File: config.mk
export PLATFORM = sky130hd
export DESIGN_NAME = banked_regfile_flat
export DESIGN_NICKNAME = d
export VERILOG_FILES = /design/src/rtl/banked_regfile_if.sv /design/src/rtl/banked_regfile.sv /design/src/flat_wrapper.sv
export SDC_FILE = /design/constraint.sdc
export NUM_CORES = 1
export LEC_CHECK = 0
export CAP_MARGIN = 40
export CORE_MARGIN = 5
export CORE_UTILIZATION = 40
export CTS_BUF_LIST = sky130_fd_sc_hd__clkbuf_4
export CTS_CLUSTER_DIAMETER = 50
export DETAILED_ROUTE_END_ITERATION = 10
export PLACE_DENSITY = 0.64
export SETUP_SLACK_MARGIN = 0.15
export SLEW_MARGIN = 0
export SYNTH_ARGS = -nofsm -noshare
export SYNTH_HDL_FRONTEND = slang
export SYNTH_SLANG_ARGS = --single-unit
File: constraint.sdc
create_clock -name clk -period 3.5 [get_ports clk]
set_input_delay 0.875 -clock clk [delete_from_list [all_inputs] [get_ports clk]]
set_output_delay 0.875 -clock clk [all_outputs]
set_load 0.02 [all_outputs]
File: src/rtl/banked_regfile_if.sv
// Decode/ALU-facing bus of the banked register file: control strobes in, architectural state out.
interface banked_regfile_if #(
  parameter int unsigned WIDTH  = 8,
  parameter int unsigned NREGS  = 4,
  parameter int unsigned NBANKS = 2,
  parameter int unsigned RSW    = $clog2(NREGS),
  parameter int unsigned BW     = (NBANKS > 2) ? $clog2(NBANKS) : 1
);
  logic [RSW-1:0]     rs;
  logic               rd;
  logic               wr;
  logic               wa;
  logic               isp;
  logic               ljr;
  logic [2*WIDTH-1:0] ra;
  logic [WIDTH-1:0]   aluout;
  logic               irq_take;
  logic [2*WIDTH-1:0] irq_ra;
  logic               irq_ret;
  logic [WIDTH-1:0]   acc;
  logic [WIDTH-1:0]   sp;
  logic [WIDTH-1:0]   sel;
  logic [2*WIDTH-1:0] ret_addr;
  logic [BW-1:0]      bank;
  logic               nest_full;
  logic               nest_err;

  modport master (
    output rs, rd, wr, wa, isp, ljr, ra, aluout, irq_take, irq_ra, irq_ret,
    input  acc, sp, sel, ret_addr, bank, nest_full, nest_err
  );

  modport slave (
    input  rs, rd, wr, wa, isp, ljr, ra, aluout, irq_take, irq_ra, irq_ret,
    output acc, sp, sel, ret_addr, bank, nest_full, nest_err
  );
endinterface

File: src/rtl/banked_regfile.sv
// Register file with unbanked acc/sp and NBANKS banked data contexts, switched by a
// saturating bank pointer on interrupt entry/return with background return-address capture.
module banked_regfile #(
  parameter int unsigned WIDTH  = 8,
  parameter int unsigned NREGS  = 4,
  parameter int unsigned NBANKS = 2,
  parameter int unsigned RSW    = $clog2(NREGS),
  parameter int unsigned BW     = (NBANKS > 2) ? $clog2(NBANKS) : 1
) (
  input logic             clk,
  input logic             nclr,
  banked_regfile_if.slave bus
);
  localparam logic [BW-1:0] LastBank = BW'(NBANKS - 1);

  logic [WIDTH-1:0] acc_q, acc_d;
  logic [WIDTH-1:0] sp_q, sp_d;
  logic [BW-1:0]    bank_q, bank_d;
  logic             nest_err_q, nest_err_d;
  // Slots 0/1 of each bank are never written; acc/sp live outside the banks.
  logic [WIDTH-1:0] regs_q [NBANKS][NREGS];
  logic [WIDTH-1:0] regs_d [NBANKS][NREGS];

  logic [31:0]      rs_ext;
  logic             rs_banked;
  logic             at_top, at_bottom;
  logic             take_only, ret_only, take_ret;
  logic             cap_en;
  logic [BW-1:0]    cap_bank;
  logic [WIDTH-1:0] sel_val;

  assign rs_ext    = 32'(bus.rs);
  assign rs_banked = (rs_ext >= 32'd2) && (rs_ext < NREGS);
  assign at_top    = (bank_q == LastBank);
  assign at_bottom = (bank_q == '0);
  assign take_only = bus.irq_take & ~bus.irq_ret;
  assign ret_only  = bus.irq_ret & ~bus.irq_take;
  assign take_ret  = bus.irq_take & bus.irq_ret;
  assign cap_en    = take_ret | (take_only & ~at_top);
  assign cap_bank  = take_ret ? bank_q : bank_q + BW'(1);

  always_comb begin
    sel_val = '0;
    if (rs_ext == 32'd0) begin
      sel_val = acc_q;
    end else if (rs_ext == 32'd1) begin
      sel_val = sp_q;
    end else if (rs_banked) begin
      sel_val = regs_q[bank_q][bus.rs];
    end
  end

  always_comb begin
    acc_d = acc_q;
    if (bus.rd) begin
      // rd owns acc this cycle; rs=0 is a no-op that also blocks wa.
      if (rs_ext == 32'd1) begin
        acc_d = sp_q;
      end else if (rs_banked) begin
        acc_d = regs_q[bank_q][bus.rs];
      end
    end else if (bus.wa) begin
      acc_d = bus.aluout;
    end
  end

  always_comb begin
    sp_d = sp_q;
    if (bus.wr && (rs_ext == 32'd1)) begin
      sp_d = acc_q;
    end else if (bus.isp) begin
      sp_d = bus.aluout;
    end
  end

  always_comb begin
    bank_d     = bank_q;
    nest_err_d = nest_err_q;
    if (take_only) begin
      if (at_top) nest_err_d = 1'b1;
      else        bank_d     = bank_q + BW'(1);
    end
    if (ret_only) begin
      if (at_bottom) nest_err_d = 1'b1;
      else           bank_d     = bank_q - BW'(1);
    end
  end

  // Architectural writes hit the pre-change bank; the irq capture lands last so it wins.
  always_comb begin
    regs_d = regs_q;
    if (bus.ljr) begin
      regs_d[bank_q][2] = bus.ra[WIDTH-1:0];
      regs_d[bank_q][3] = bus.ra[2*WIDTH-1:WIDTH];
    end
    if (bus.wr && rs_banked) begin
      regs_d[bank_q][bus.rs] = acc_q;
    end
    if (cap_en) begin
      regs_d[cap_bank][2] = bus.irq_ra[WIDTH-1:0];
      regs_d[cap_bank][3] = bus.irq_ra[2*WIDTH-1:WIDTH];
    end
  end

  always_ff @(posedge clk or negedge nclr) begin
    if (!nclr) begin
      acc_q      <= '0;
      sp_q       <= '0;
      bank_q     <= '0;
      nest_err_q <= 1'b0;
      for (int b = 0; b < NBANKS; b++) begin
        for (int r = 0; r < NREGS; r++) begin
          regs_q[b][r] <= '0;
        end
      end
    end else begin
      acc_q      <= acc_d;
      sp_q       <= sp_d;
      bank_q     <= bank_d;
      nest_err_q <= nest_err_d;
      regs_q     <= regs_d;
    end
  end

  assign bus.acc       = acc_q;
  assign bus.sp        = sp_q;
  assign bus.sel       = sel_val;
  assign bus.ret_addr  = {regs_q[bank_q][3], regs_q[bank_q][2]};
  assign bus.bank      = bank_q;
  assign bus.nest_full = at_top;
  assign bus.nest_err  = nest_err_q;
endmodule
File: src/flat_wrapper.sv
// flat-port wrapper written by rule: the top's interface ports become plain ports
module banked_regfile_flat 
#(
  parameter int unsigned WIDTH  = 8,
  parameter int unsigned NREGS  = 4,
  parameter int unsigned NBANKS = 2,
  parameter int unsigned RSW    = $clog2(NREGS),
  parameter int unsigned BW     = (NBANKS > 2) ? $clog2(NBANKS) : 1
)
  (clk, nclr, bus_rs, bus_rd, bus_wr, bus_wa, bus_isp, bus_ljr, bus_ra, bus_aluout, bus_irq_take, bus_irq_ra, bus_irq_ret, bus_acc, bus_sp, bus_sel, bus_ret_addr, bus_bank, bus_nest_full, bus_nest_err);
  banked_regfile_if #(.WIDTH(WIDTH), .NREGS(NREGS), .NBANKS(NBANKS), .RSW(RSW), .BW(BW)) bus_i ();
  input logic clk;
  input logic nclr;
  input wire logic [$bits(bus_i.rs)-1:0] bus_rs;
  input wire logic [$bits(bus_i.rd)-1:0] bus_rd;
  input wire logic [$bits(bus_i.wr)-1:0] bus_wr;
  input wire logic [$bits(bus_i.wa)-1:0] bus_wa;
  input wire logic [$bits(bus_i.isp)-1:0] bus_isp;
  input wire logic [$bits(bus_i.ljr)-1:0] bus_ljr;
  input wire logic [$bits(bus_i.ra)-1:0] bus_ra;
  input wire logic [$bits(bus_i.aluout)-1:0] bus_aluout;
  input wire logic [$bits(bus_i.irq_take)-1:0] bus_irq_take;
  input wire logic [$bits(bus_i.irq_ra)-1:0] bus_irq_ra;
  input wire logic [$bits(bus_i.irq_ret)-1:0] bus_irq_ret;
  output wire logic [$bits(bus_i.acc)-1:0] bus_acc;
  output wire logic [$bits(bus_i.sp)-1:0] bus_sp;
  output wire logic [$bits(bus_i.sel)-1:0] bus_sel;
  output wire logic [$bits(bus_i.ret_addr)-1:0] bus_ret_addr;
  output wire logic [$bits(bus_i.bank)-1:0] bus_bank;
  output wire logic [$bits(bus_i.nest_full)-1:0] bus_nest_full;
  output wire logic [$bits(bus_i.nest_err)-1:0] bus_nest_err;
  assign bus_i.rs = bus_rs;
  assign bus_i.rd = bus_rd;
  assign bus_i.wr = bus_wr;
  assign bus_i.wa = bus_wa;
  assign bus_i.isp = bus_isp;
  assign bus_i.ljr = bus_ljr;
  assign bus_i.ra = bus_ra;
  assign bus_i.aluout = bus_aluout;
  assign bus_i.irq_take = bus_irq_take;
  assign bus_i.irq_ra = bus_irq_ra;
  assign bus_i.irq_ret = bus_irq_ret;
  assign bus_acc = bus_i.acc;
  assign bus_sp = bus_i.sp;
  assign bus_sel = bus_i.sel;
  assign bus_ret_addr = bus_i.ret_addr;
  assign bus_bank = bus_i.bank;
  assign bus_nest_full = bus_i.nest_full;
  assign bus_nest_err = bus_i.nest_err;
  banked_regfile #(.WIDTH(WIDTH), .NREGS(NREGS), .NBANKS(NBANKS), .RSW(RSW), .BW(BW)) u_core (.clk(clk), .nclr(nclr), .bus(bus_i));
endmodule
==> impl_metrics.csv <==
group,metric,value,unit
sta,hold_violations,0,
sta,period_needed,3.27,ns
synthesis,synth_top_family_by_area,"multiplexers",
sta,relSlewSlack,43.9,%
sta,skew,0.0158,ns
die,initial_core_util,40.3,%
pwr,combPwrFrac,42.0,%
synthesis,ys_ff_latch,57,
die,dieWidth,106,um
pwr,p_seq_share,37.9,%
die,chipHeight,106,um
routing,wl,11000,um
grt,grt_overflow,0,
finish,multiInputGateArea,2030,sq um
grt,antenna_found_initial,0,
finish,n_antenna_cell,0,
synthesis,synth-simple-area-share,10.8,%
synthesis,synth_fa_ha_area_share,0,%
clock_tree,cts_tree,"done",
synthesis,synth_cell_type_count,37,
sta,rsz0062_at_grt,"no",
synthesis,synthMuxAreaShare,32.2,%
worst_setup_path,cp_data_required_time,2.62,ns
pwr,clkPwrFrac,20.1,%
synthesis,yosysSeqAreaShare,38.9,%
worst_hold_path,hold_class,"reg -> reg",
pwr,power_leakage,2.20,nW
grt,grt_max_degree,36,
sta,slew_viol_final,0,
sta,worst_pin_slew,0.840,ns
routing,antenna_left,0,
worst_setup_path,cp.arrival,2.39,ns
finish,ff_latch_area,1430,sq um
clock_tree,clkLatencyLatePin,0.42,ns
grt,grt_first_pass_wirelength,17300,um
routing,vias_per_cell,5.53,
synthesis,synth_xor_area_share,0.239,%
synthesis,synth_area,3670,sq um
finish,final_nets,495,
die,core,9110,sq um
worst_setup_path,cp-start-kind,"input port",
worst_setup_path,path_class,"in -> out",
routing,vias,3098,
synthesis,syn_area_per_cell,10.2,sq um
worst_setup_path,crit_fanout,6,
clock_tree,postCtsSetupBuffers,0,
clock_tree,numCtsBuffers,9,
sta,tns,0,ns
finish,fin_util,52.7,%
synthesis,synth-compound-area-share,12.0,%
synthesis,syn_nets,409,
finish,syn2layout_area_growth,30.8,%
pwr,switching_share,36.3,%
finish,nFillCells,860,
clock_tree,cts_max_path_buffers,2,
place,portBuffers,93,
sta,timing.fmax,306,MHz
pwr,netSwitchingPower,0.864,mW
place,routabilityCongestion,0.832,
finish,drive_gt1_share,19.8,%
pwr,power.internal,1.51,mW
synthesis,synth_edf_count,0,
synthesis,ys.flop_type,"dfrtp_1",
grt,track_usage,20.1,%
place,dp_hpwl,8010,um
die,io_pins,94,
routing,dr.pass1.iters,4,
clock_tree,clk_pin_slew,0.11,ns
flow_run,maxCapViolations,0,
sta,setup_viol,0,
pwr,p_per_area,495,nW/um^2
clock_tree,hold_buffers,0,
clock_tree,htree_levels,3,
clock_tree,clkSinkCount,57,
synthesis,async_flop_share,100,%
run_status,status,"finished, final reports clean",
routing,avgRoutedWirePerCell,19.7,um
synthesis,synth-warning-count,0,
sta,period_share,93.3,%
routing,drc,0,
die,num_rows,35,
pwr,peakVddDrop,0.215,mV
synthesis,synth_cells,358,
routing,drtIter0Drc,141,
worst_setup_path,endpoint_kind,"output port",
die,dieArea,11200,sq um
grt,grt_pass1_vias,3133,
clock_tree,cts_root_buffer,"clkbuf_4",
## layout make-up
cell class                      instances  share of cell area (%)
Inverter                                7                   0.548
Timing Repair Buffer                  107                    21.6
Clock inverter                          6                    1.23
Sequential cell                        57                    29.7
Multi-Input combinational cell        262                    42.4
Tap cell                              111                    2.90
Clock buffer                           10                    1.56
## path summary, 6_finish.rpt
kind                                           start                       endpoint  slack (ns)  cells past startpoint
max                                        bus_rs[0]                     bus_sel[7]        0.23                      4
min                                         register                       register        0.38                      0
max reg2reg                u_core.bus.bank$_DFF_PN0_    u_core.regs_q[11]$_DFF_PN0_        1.60                      4
min reg2reg                                 register                       register        0.38                      0
max in group asynchronous                       nclr    u_core.regs_q[43]$_DFF_PN0_        2.27                      2
min in group asynchronous                       nclr  u_core.bus.nest_err$_DFF_PN0_        0.53                      1
## power groups by stage
stage | logic (mW) | registers [mW] | clock network [mW]
6_report | 0.997 | 0.901 | 0.478
5_1_grt | 1.07 | 0.919 | 0.521
4_1_cts | 1.01 | 0.898 | 0.490
3_5_place_dp | 1.02 | 0.912 | 0
3_3_place_gp | 1.01 | 0.906 | 0
2_1_floorplan | 0.574 | 0.907 | 0
## critical path, cell delays in order
cell and delay (ns):
clkdlybuf4s50_1 0.46, buf_4 0.17, mux4_2 0.54, dlygate4sd2_1 0.34
## per-layer routing
layer	global-route usage [%]	part of all wire (%)	vias up
met5	0	0	-
met3	4.78	5.0	22
met1	26.1	46	1523
li1	-	-	1458
met4	7.86	2.8	0
met2	32.3	47	95
## cells by family after synthesis
| group | Yosys count |
|---|---|
| flip-flops | 57 |
| XOR/XNOR | 1 |
| AND/OR/NAND/NOR | 80 |
| multiplexers | 107 |
| buffers and inverters | 39 |
| AO/OA/AOI/OAI | 74 |
## placed cells by master (no fill, tap or decap), types with 10 or more instances in the layout
master           netlist  layout
mux2i_1               54      54
clkdlybuf4s50_1        0      84
clkbuf_4               0      10
mux2_2                49      49
nand2_1               15      15
a21oi_1               38      38
buf_4                  6      12
o21ai_0               14      14
dfrtp_1               57      57
nor2_1                38      38
## what timing repair did
action                     in CTS  in global routing
setup endpoints to repair       8                  0
gates resized for setup         9                  0
hold endpoints to repair        0                  0
## synth_stat cells (3+ instances only)
| cell | count | share of area, % |
|---|---|---|
| dfrtp_1 | 57 | 39 |
| mux2i_1 | 54 | 15 |
| mux2_2 | 49 | 15 |
| a21oi_1 | 38 | 5.2 |
| nor2_1 | 38 | 3.9 |
| nand2_1 | 15 | 1.5 |
| o21ai_0 | 14 | 1.9 |
| buf_2 | 12 | 1.6 |
| clkbuf_1 | 9 | 0.92 |
| inv_1 | 7 | 0.72 |
| nand3_1 | 7 | 0.95 |
| a211o_1 | 6 | 1.4 |
| buf_4 | 6 | 1.2 |
| nand2b_1 | 5 | 0.85 |
| buf_6 | 4 | 1.2 |
| mux4_2 | 4 | 2.5 |
| nor2b_1 | 4 | 0.68 |
| o22ai_1 | 4 | 0.68 |
| a211oi_1 | 3 | 0.61 |
| a21o_1 | 3 | 0.61 |
| a221o_1 | 3 | 0.82 |
## per-stage QoR
stage | hold slack [ns] | setup slack, ns | cell area, sq um | cells | power [mW]
6_report | 0.380 | 0.235 | 4800 | 560 | 2.38
5_1_grt | 0.399 | 0.185 | 4800 | 560 | 2.51
4_1_cts | 0.384 | 0.243 | 4800 | 560 | 2.39
3_5_place_dp | 0.360 | 0.0400 | 4670 | 544 | 1.93
3_3_place_gp | 0.358 | 0.0186 | 4670 | 544 | 1.91
2_1_floorplan | 0.422 | 0.625 | 3670 | 358 | 1.48
Note: power is estimated with default switching activity, not from simulation.
